$ cat src/rtl/onewire_tx_engine_pkg.sv
// Shared 1-wire timing constants (in microseconds) and FSM state encoding,
// common to the TX engine and the future read-slot engine.
package onewire_tx_engine_pkg;

  localparam int W1L_US  = 6;
  localparam int W0L_US  = 60;
  localparam int SLOT_US = 70;
  localparam int RSTL_US = 480;
  localparam int MSP_US  = 70;
  localparam int RSTH_US = 410;

  typedef enum logic [2:0] {
    ST_IDLE,
    ST_FETCH,
    ST_BIT_LOW,
    ST_BIT_REC,
    ST_RST_LOW,
    ST_RST_WAIT
  } state_t;

  function automatic int us2clk(input int us, input int clks_per_us);
    return us * clks_per_us;
  endfunction

endpackage

$ cat src/rtl/onewire_tx_engine_timer.sv
// Loadable down-counter; done while the count sits at zero.
module onewire_tx_engine_timer #(
  parameter int WIDTH = 16
) (
  input  logic             clk,
  input  logic             reset,
  input  logic             load,
  input  logic [WIDTH-1:0] load_val,
  output logic [WIDTH-1:0] count,
  output logic             done
);

  always_ff @(posedge clk) begin
    if (reset) begin
      count <= '0;
    end else if (load) begin
      count <= load_val;
    end else if (count != '0) begin
      count <= count - 1'b1;
    end
  end

  assign done = (count == '0);

endmodule

$ cat src/rtl/onewire_tx_engine.sv
// 1-wire write-slot serialiser fed from the TX byte fifo, with bus reset and
// presence detect; drives the open-drain pad enable.
module onewire_tx_engine
  import onewire_tx_engine_pkg::*;
#(
  parameter int CLKS_PER_US = 100,
  parameter int DATA_W      = 8
) (
  input  logic              clk,
  input  logic              reset,
  output logic              fifo_do_read,
  input  logic              fifo_read_ack,
  input  logic [DATA_W-1:0] fifo_do,
  input  logic              bus_reset_req,
  input  logic              ow_in,
  output logic              ow_drive_low,
  output logic              presence,
  output logic              presence_valid,
  output logic              byte_done,
  output logic              busy
);

  localparam int TW = $clog2(RSTL_US * CLKS_PER_US + 1);
  localparam int BW = $clog2(DATA_W);

  // Timer reloads are length-1 so a state lasts exactly its nominal cycle count.
  localparam logic [TW-1:0] W1L_LD  = TW'(us2clk(W1L_US, CLKS_PER_US) - 1);
  localparam logic [TW-1:0] W0L_LD  = TW'(us2clk(W0L_US, CLKS_PER_US) - 1);
  localparam logic [TW-1:0] W1R_LD  = TW'(us2clk(SLOT_US - W1L_US, CLKS_PER_US) - 1);
  localparam logic [TW-1:0] W0R_LD  = TW'(us2clk(SLOT_US - W0L_US, CLKS_PER_US) - 1);
  localparam logic [TW-1:0] RSTL_LD = TW'(us2clk(RSTL_US, CLKS_PER_US) - 1);
  localparam logic [TW-1:0] RSTH_LD = TW'(us2clk(RSTH_US, CLKS_PER_US) - 1);
  localparam logic [TW-1:0] MSP_CNT = TW'(us2clk(RSTH_US - MSP_US, CLKS_PER_US));
  localparam logic [BW-1:0] LAST_BIT = BW'(DATA_W - 1);

  state_t            state, state_nxt;
  logic [TW-1:0]     tmr_ld_val, tmr_cnt;
  logic              tmr_load, tmr_done;
  logic [DATA_W-1:0] shreg;
  logic [BW-1:0]     bit_cnt;
  logic              rst_pending;
  logic              ow_in_p0, ow_in_p1;
  logic              presence_sample;
  logic              byte_end;

  onewire_tx_engine_timer #(.WIDTH(TW)) u_timer (
    .clk      (clk),
    .reset    (reset),
    .load     (tmr_load),
    .load_val (tmr_ld_val),
    .count    (tmr_cnt),
    .done     (tmr_done)
  );

  always_comb begin
    state_nxt  = state;
    tmr_ld_val = '0;
    unique case (state)
      ST_IDLE: begin
        if (rst_pending || bus_reset_req) begin
          state_nxt  = ST_RST_LOW;
          tmr_ld_val = RSTL_LD;
        end else begin
          state_nxt = ST_FETCH;
        end
      end
      ST_FETCH: begin
        if (fifo_read_ack) begin
          state_nxt  = ST_BIT_LOW;
          tmr_ld_val = fifo_do[0] ? W1L_LD : W0L_LD;
        end else if (bus_reset_req) begin
          state_nxt  = ST_RST_LOW;
          tmr_ld_val = RSTL_LD;
        end
      end
      ST_BIT_LOW: begin
        if (tmr_done) begin
          state_nxt  = ST_BIT_REC;
          tmr_ld_val = shreg[0] ? W1R_LD : W0R_LD;
        end
      end
      ST_BIT_REC: begin
        if (tmr_done) begin
          if (bit_cnt == LAST_BIT) begin
            state_nxt = ST_IDLE;
          end else begin
            state_nxt  = ST_BIT_LOW;
            tmr_ld_val = shreg[1] ? W1L_LD : W0L_LD;
          end
        end
      end
      ST_RST_LOW: begin
        if (tmr_done) begin
          state_nxt  = ST_RST_WAIT;
          tmr_ld_val = RSTH_LD;
        end
      end
      ST_RST_WAIT: begin
        if (tmr_done) state_nxt = ST_IDLE;
      end
      default: state_nxt = ST_IDLE;
    endcase
  end

  assign tmr_load        = (state_nxt != state);
  assign byte_end        = (state == ST_BIT_REC) && tmr_done && (bit_cnt == LAST_BIT);
  assign presence_sample = (state == ST_RST_WAIT) && (tmr_cnt == MSP_CNT);

  // Stage p0/p1: two-flop synchroniser on the raw bus level, idle high.
  always_ff @(posedge clk) begin
    if (reset) begin
      state          <= ST_IDLE;
      rst_pending    <= 1'b0;
      bit_cnt        <= '0;
      ow_in_p0       <= 1'b1;
      ow_in_p1       <= 1'b1;
      ow_drive_low   <= 1'b0;
      fifo_do_read   <= 1'b0;
      busy           <= 1'b0;
      byte_done      <= 1'b0;
      presence       <= 1'b0;
      presence_valid <= 1'b0;
    end else begin
      state          <= state_nxt;
      ow_in_p0       <= ow_in;
      ow_in_p1       <= ow_in_p0;
      ow_drive_low   <= (state_nxt == ST_BIT_LOW) || (state_nxt == ST_RST_LOW);
      fifo_do_read   <= (state_nxt == ST_FETCH);
      busy           <= !((state_nxt == ST_IDLE) || (state_nxt == ST_FETCH));
      byte_done      <= byte_end;
      presence_valid <= presence_sample;
      if (presence_sample) presence <= ~ow_in_p1;
      if (state == ST_FETCH && fifo_read_ack) bit_cnt <= '0;
      else if (state == ST_BIT_REC && tmr_done) bit_cnt <= bit_cnt + 1'b1;
      // A request that cannot start a reset now is remembered until IDLE.
      if (state_nxt == ST_RST_LOW && state != ST_RST_LOW) begin
        rst_pending <= 1'b0;
      end else if (bus_reset_req &&
                   (state == ST_BIT_LOW || state == ST_BIT_REC ||
                    state == ST_RST_LOW || state == ST_RST_WAIT ||
                    (state == ST_FETCH && fifo_read_ack))) begin
        rst_pending <= 1'b1;
      end
    end
  end

  always_ff @(posedge clk) begin
    if (state == ST_FETCH && fifo_read_ack) shreg <= fifo_do;
    else if (state == ST_BIT_REC && tmr_done) shreg <= shreg >> 1;
  end

endmodule

$ cat config.mk
export PLATFORM = sky130hd
export DESIGN_NAME = onewire_tx_engine
export DESIGN_NICKNAME = d
export VERILOG_FILES = /design/src/rtl/onewire_tx_engine_pkg.sv /design/src/rtl/onewire_tx_engine_timer.sv /design/src/rtl/onewire_tx_engine.sv
export SDC_FILE = /design/constraint.sdc
export NUM_CORES = 1
export LEC_CHECK = 0
export CORE_AREA = 2 2 79 81
export DETAILED_ROUTE_END_ITERATION = 10
export DIE_AREA = 0 0 81 83
export GPL_TIMING_DRIVEN = 0
export PLACE_DENSITY = 0.55
export SLEW_MARGIN = 10
export SYNTH_ARGS = -nofsm -noshare
export SYNTH_HDL_FRONTEND = slang
export SYNTH_HIERARCHICAL = 1
export SYNTH_SLANG_ARGS = --single-unit
$ cat constraint.sdc
create_clock -name clk -period 4.3 [get_ports clk]
set_input_delay 0.86 -clock clk [delete_from_list [all_inputs] [get_ports clk]]
set_output_delay 0.86 -clock clk [all_outputs]
set_load 0.02 [all_outputs]
### Yosys cells after proc, flatten, opt, wreduce, memory -nomap -nowiden

Index checks and enable logic that the tools add are counted.
Widths: inputs -> output; s select.

| word-level totals | value |
|---|---|
| register bits | 39 |
| input port bits | 13 |
| output and inout port bits | 6 |
| logic and storage cells | 74 |

| cells by class | value |
|---|---|
| add/sub/neg operators | 2 |
| equal/unequal tests | 12 |
| muxes and demuxes | 24 |
| bitwise gates (word level) | 1 |
| reduce and logical (&&, ||, !) cells | 22 |

Operators with widths:

| kind | count |
|---|---|
| $mux 16 | 6 |
| $pmux 16 s5 | 1 |
| $mux 13 | 6 |
| $mux 3 | 7 |
| $pmux 3 s6 | 1 |
| $eq 16x16->1 const B | 1 |
| $logic_not 16->1 | 1 |
| $mux 8 | 2 |
| $reduce_bool 16->1 | 1 |
| $sub 16x1->16 const B | 1 |
| $eq 3x3->1 const B | 4 |
| $eq 3x2->1 const B | 3 |
| $logic_or 1x1->1 | 7 |
| $eq 3x1->1 const B | 2 |
| $logic_and 1x1->1 | 6 |
| $logic_not 3->1 | 2 |
| $reduce_bool 2->1 | 2 |
| $reduce_or 2->1 | 2 |
| $add 3x1->3 const B | 1 |
| $ne 3x3->1 | 1 |
| $ne 3x3->1 const B | 1 |
| $mux 2 | 1 |
| $logic_not 1->1 | 1 |
| $not 1->1 | 1 |

### Logic depth before layout (Yosys ltp)

| depth | value |
|---|---|
| depth in word-level cells | 7 |
| mapped depth | 15 |
| gate-level depth less buffers | 13 |

### Modules after synthesis

The synthesis kept the hierarchy.

By module, submodules not included:

| module | instances | cells each | area each (sq um) |
|---|---|---|---|
| onewire_tx_engine | 1 | 145 | 1,330.0 |
| onewire_tx_engine_timer | 1 | 116 | 964.7 |

### Worst setup path before layout

No wires, ideal clock.

| path | value |
|---|---|
| path kind | register -> register |
| start point | reg u_timer.count[0] |
| end point | reg u_timer.count[13] |
| setup time | 0.078 ns |
| arrival | 3.457 ns |
| data required time | 4.222 ns |
| slack | 0.765 ns |
| cell stages (with the launch flop) | 16 |
| path buffers | 2 |
| period minus slack after synthesis | 3.535 ns |
| path through | dfxtp_1 inv_1 ha_1 or3b_2 or4_4 nor2_1 buf_2 nor2b_1 a31oi_1 o32a_1 a22o_1 nor2b_1 clkbuf_1 a21oi_1 a31o_2 nor3_1 |

| between the ends | value |
|---|---|
| cells in the longest elaborated chain, start to end | 5 |
| elaborated cells on any way between the ends | 14 |
| those cells by class | add/sub: 1; eq/ne: 1; mux: 9; reduce/logical: 3 |

Ends and longest elaborated chain:

| element | RTL line | RTL |
|---|---|---|
| start: declaration | onewire_tx_engine_timer.sv:9 | `output logic [WIDTH-1:0] count,` |
| start signal: assignment | onewire_tx_engine_timer.sv:17 | `count <= load_val;` |
| start signal: assignment | onewire_tx_engine_timer.sv:19 | `count <= count - 1'b1;` |
| $logic_not 16->1 * | onewire_tx_engine_timer.sv:23 | `assign done = (count == '0);` |
| via tmr_done | onewire_tx_engine.sv:38 | `logic tmr_load, tmr_done;` |
| $mux 3, on equally long branches | - |  |
| $pmux 3 s6 * | onewire_tx_engine.sv:58 | `unique case (state)` |
| $ne 3x3->1 * | onewire_tx_engine.sv:105 | `assign tmr_load = (state_nxt != state);` |
| via tmr_load | onewire_tx_engine.sv:38 |  |
| $mux 16 or $reduce_bool 2->1 (tied branches) | - |  |

The timed path passes the listed nets; every way through them passes the cells marked *. The select of a mux whose other input is x is not followed.
A chain may end at the register's enable or synchronous reset.

### Worst setup path in the final report

| path | value |
|---|---|
| start point | reg u_timer.count[1] |
| end point | reg u_timer.count[13] |

The elaborated chain is that of the path after synthesis.

==> impl_metrics.ini <==
[hold_path]
hold_end = ow_in_p1
hold_start = ow_in_p0
hold-path-cell-count = 1
hold_path_class = reg -> reg

[clock_tree]
cts_root_buf = clkbuf_8
cts_tree = done
clockBufferDepth = 2
cts.sinks = 39
tritoncts.num_buffers = 5
cts_hold_buf = 0
clk-insertion-delay-late_ns = 0.29
postCtsSetupBuffers = 0
path_clk_slew_ns = 0.09
htreeDepth = 2

[synthesis]
synth_edf_count = 8
synth.yosys.seq_area_share_pct = 37.5
ys_types = 66
yosysTopAreaCellShare_pct = 27.0
yosys-mux-area-fraction_pct = 0.872
yosysWarnings = 6
synth_area_leader_cell = dfxtp_1
syn_area_um2 = 2290
syn_avg_cell_area_um2 = 8.79
synth_top_family_by_area = simple AND/OR/NAND/NOR gates
synth-compound-area-share_pct = 18.3
synthAdderAreaFrac_pct = 2.18
synthCells = 261
ys_seq_elements = 39
synthArstFlopShare_pct = 0
synthFlopType = dfxtp_1
ys_top_cells_by_area = dfxtp_1 27%, edfxtp_1 10%, nand2_1 6.9%
synthSimpleGateAreaFrac_pct = 32.2
synthXorXnorAreaFrac_pct = 4.20

[global_route]
grt_pass1_wl_mm = 9.27
grt_antenna_before_repair = 0
grt_max_degree = 12
grt_usage_pct = 17.2
grt_overflow = 0
grt_pass1_vias = 1991

[finish]
insertedDiodeCount = 0
nFillCells = 602
layout.nets = 304
stdcell_area_um2 = 2670
layout-drive-gt1-share_pct = 13.2
layout_common_cells = 42 x nand2_1, 31 x dfxtp_1, 18 x clkdlybuf4s50_1
syn2layout_area_growth_pct = 16.4
layout_commonest_cell = nand2_1

[timing]
slew_viol_final = 0
fin_crit_sh_pct = 92.2
timing.fmax_ghz = 0.252
fin_worst_hold_slack_ns = 0.415
tightest_slew_ns = 1.18
period_minus_slack_ns = 3.96
skew_ns = 0.0151
fin_ws_ns = 0.336
final_hold_viol_count = 0
maxSlewHeadroom_pct = 20.5
rsz0062_at_grt = false
setup_viol = 0
setup_tns_ns = 0

[detailed_routing]
drt_iter0_drc = 114
routed_wirelength_mm = 5.41
vias_per_cell = 5.50
drtPass1Iterations = 4
drt.antenna.violating_nets = 0
vias = 1997
route.detailed.drc = 0
wire_per_inst_um = 14.9

[critical_path]
cp.arrival_ns = 4.18
crit_chain = inv_1, ha_1, or3b_2, or4_4, nor2_1, buf_2, nor2b_1, a31oi_1, o32a_1, a22o_1, nor2b_4, clkbuf_2, a21oi_1, a31o_2, nor3_1
slowest_delay_ns = 0.60
slowest_stage = or4_4
endpoint_kind = flop
worstSetupPathType = reg -> reg
cp.required_ns = 4.52
rr_worst_depth = 15
path_max_fanout = 10
regToRegEndpoint = u_timer/count[13]
worstSetupStartpointType = flop
crit_family = simple AND/OR/NAND/NOR gates
timing.rr.start = u_timer/count[1]
path_buf_inv = 3
r2r_setup_slack_ns = 0.34

[placement]
hpwl_mm = 3.94
gp_congestion = 0.809
place_ws_ns = 0.0706
io_buffers = 18
place_area_um2 = 2570

[floorplanning]
die_w_um = 81
initial_core_util_pct = 39.5
rows = 28
io_pins = 19
die_height_um = 83
dieArea_um2 = 6720
core_um2 = 5820

[run]
drv_cap = 0

[power]
total_power_w = 0.00168
ir_worst_vdd_v = 0.000309
leakage_nw = 1.03
power-per-cell-area_nw_per_um2 = 628

[status]
outcome = completed
[kinds of logic after synthesis]
logic type / after synthesis
AND/OR/NAND/NOR: 125
AO/OA/AOI/OAI: 60
flip-flops: 39
buffers and inverters: 19
XOR/XNOR: 11
adder cells (fa/ha/maj): 4
multiplexers: 2
other: 1
[timing repair]
action,4_1_cts,5_1_grt
gates resized for setup,0,4
setup endpoints to repair,0,2
hold endpoints to repair,0,0
[stage by stage]
| stage | utilization (%) | std cells |
|---|---|---|
| 2_1_floorplan | - | 262 |
| 3_3_place_gp | 44.2 | 355 |
| 3_5_place_dp | 44.2 | 355 |
| 4_1_cts | 45.8 | 363 |
| 5_1_grt | 45.9 | 363 |
| 6_report | 45.9 | 363 |
[flip-flops by register name (all words and copies together), names as in the netlist]
signal	flops
bit_cnt	3
busy	1
byte_done	1
fifo_do_read	1
ow_drive_low	1
ow_in_p0	1
ow_in_p1	1
presence	1
presence_valid	1
rst_pending	1
shreg	8
state	3
u_timer/count	16
[how the worst max path moves through the flow]
stage	from	end	slack [ns]	cells after the start
global placement	u_timer/count[0]	u_timer/count[13]	0.11	15
finish	u_timer/count[1]	u_timer/count[13]	0.34	15
global route	u_timer/count[0]	u_timer/count[13]	0.04	15
detailed placement	u_timer/count[1]	u_timer/count[13]	0.07	14
floorplan	u_timer/count[0]	u_timer/count[13]	0.76	15
CTS	u_timer/count[0]	u_timer/count[13]	0.05	14
[cell type report]
cell class	instances	area, um2	share of cell area [%]
Multi-Input combinational cell	204	1340	50.1
Sequential cell	39	861	32.2
Timing Repair Buffer	18	180	6.74
Tap cell	75	93.8	3.51
Buffer	14	88.8	3.33
Clock buffer	7	86.3	3.23
Inverter	5	18.8	0.703
Clock inverter	1	3.75	0.141
[layer usage]
metal	global-route usage (%)	vias up	share of wire [%]
met3	3.59	4	2.3
li1	-	1005	-
met1	23.3	958	49
met5	0	-	0
met4	4.01	0	0.81
met2	27.9	30	47
[cell usage after synthesis, types with 2 or more instances]
cell type / count
xor2_1: 2
nand3_1: 4
edfxtp_1: 8
o22ai_1: 2
a221oi_1: 2
dfxtp_1: 31
and3_1: 2
nor2b_1: 4
or4_4: 2
o211ai_1: 2
nor4_1: 4
nor2_1: 16
xnor2_1: 9
and3b_1: 2
a21boi_0: 4
buf_2: 4
mux2i_1: 2
o31ai_1: 3
a21o_1: 3
clkbuf_1: 5
and2_1: 2
nand4_1: 3
nor3b_1: 4
and4_1: 2
or2_2: 2
nor3_1: 13
o21ai_1: 4
nor4_4: 2
nand2b_1: 2
buf_4: 2
a21oi_1: 11
o21ai_0: 13
and4b_1: 3
or4_2: 2
ha_1: 4
a31oi_1: 3
or3b_2: 2
inv_1: 4
or3_1: 2
buf_6: 3
nand2_1: 42
[power breakdown]
part / switching (W) / internal (W) / leakage (nW)
Combinational: 0.000496 / 0.000375 / 0.658
Clock: 0.000129 / 0.000129 / 0.0459
Sequential: 0.0000961 / 0.000454 / 0.327
Total: 0.000721 / 0.000958 / 1.03
(Power assumes the default switching activity.)
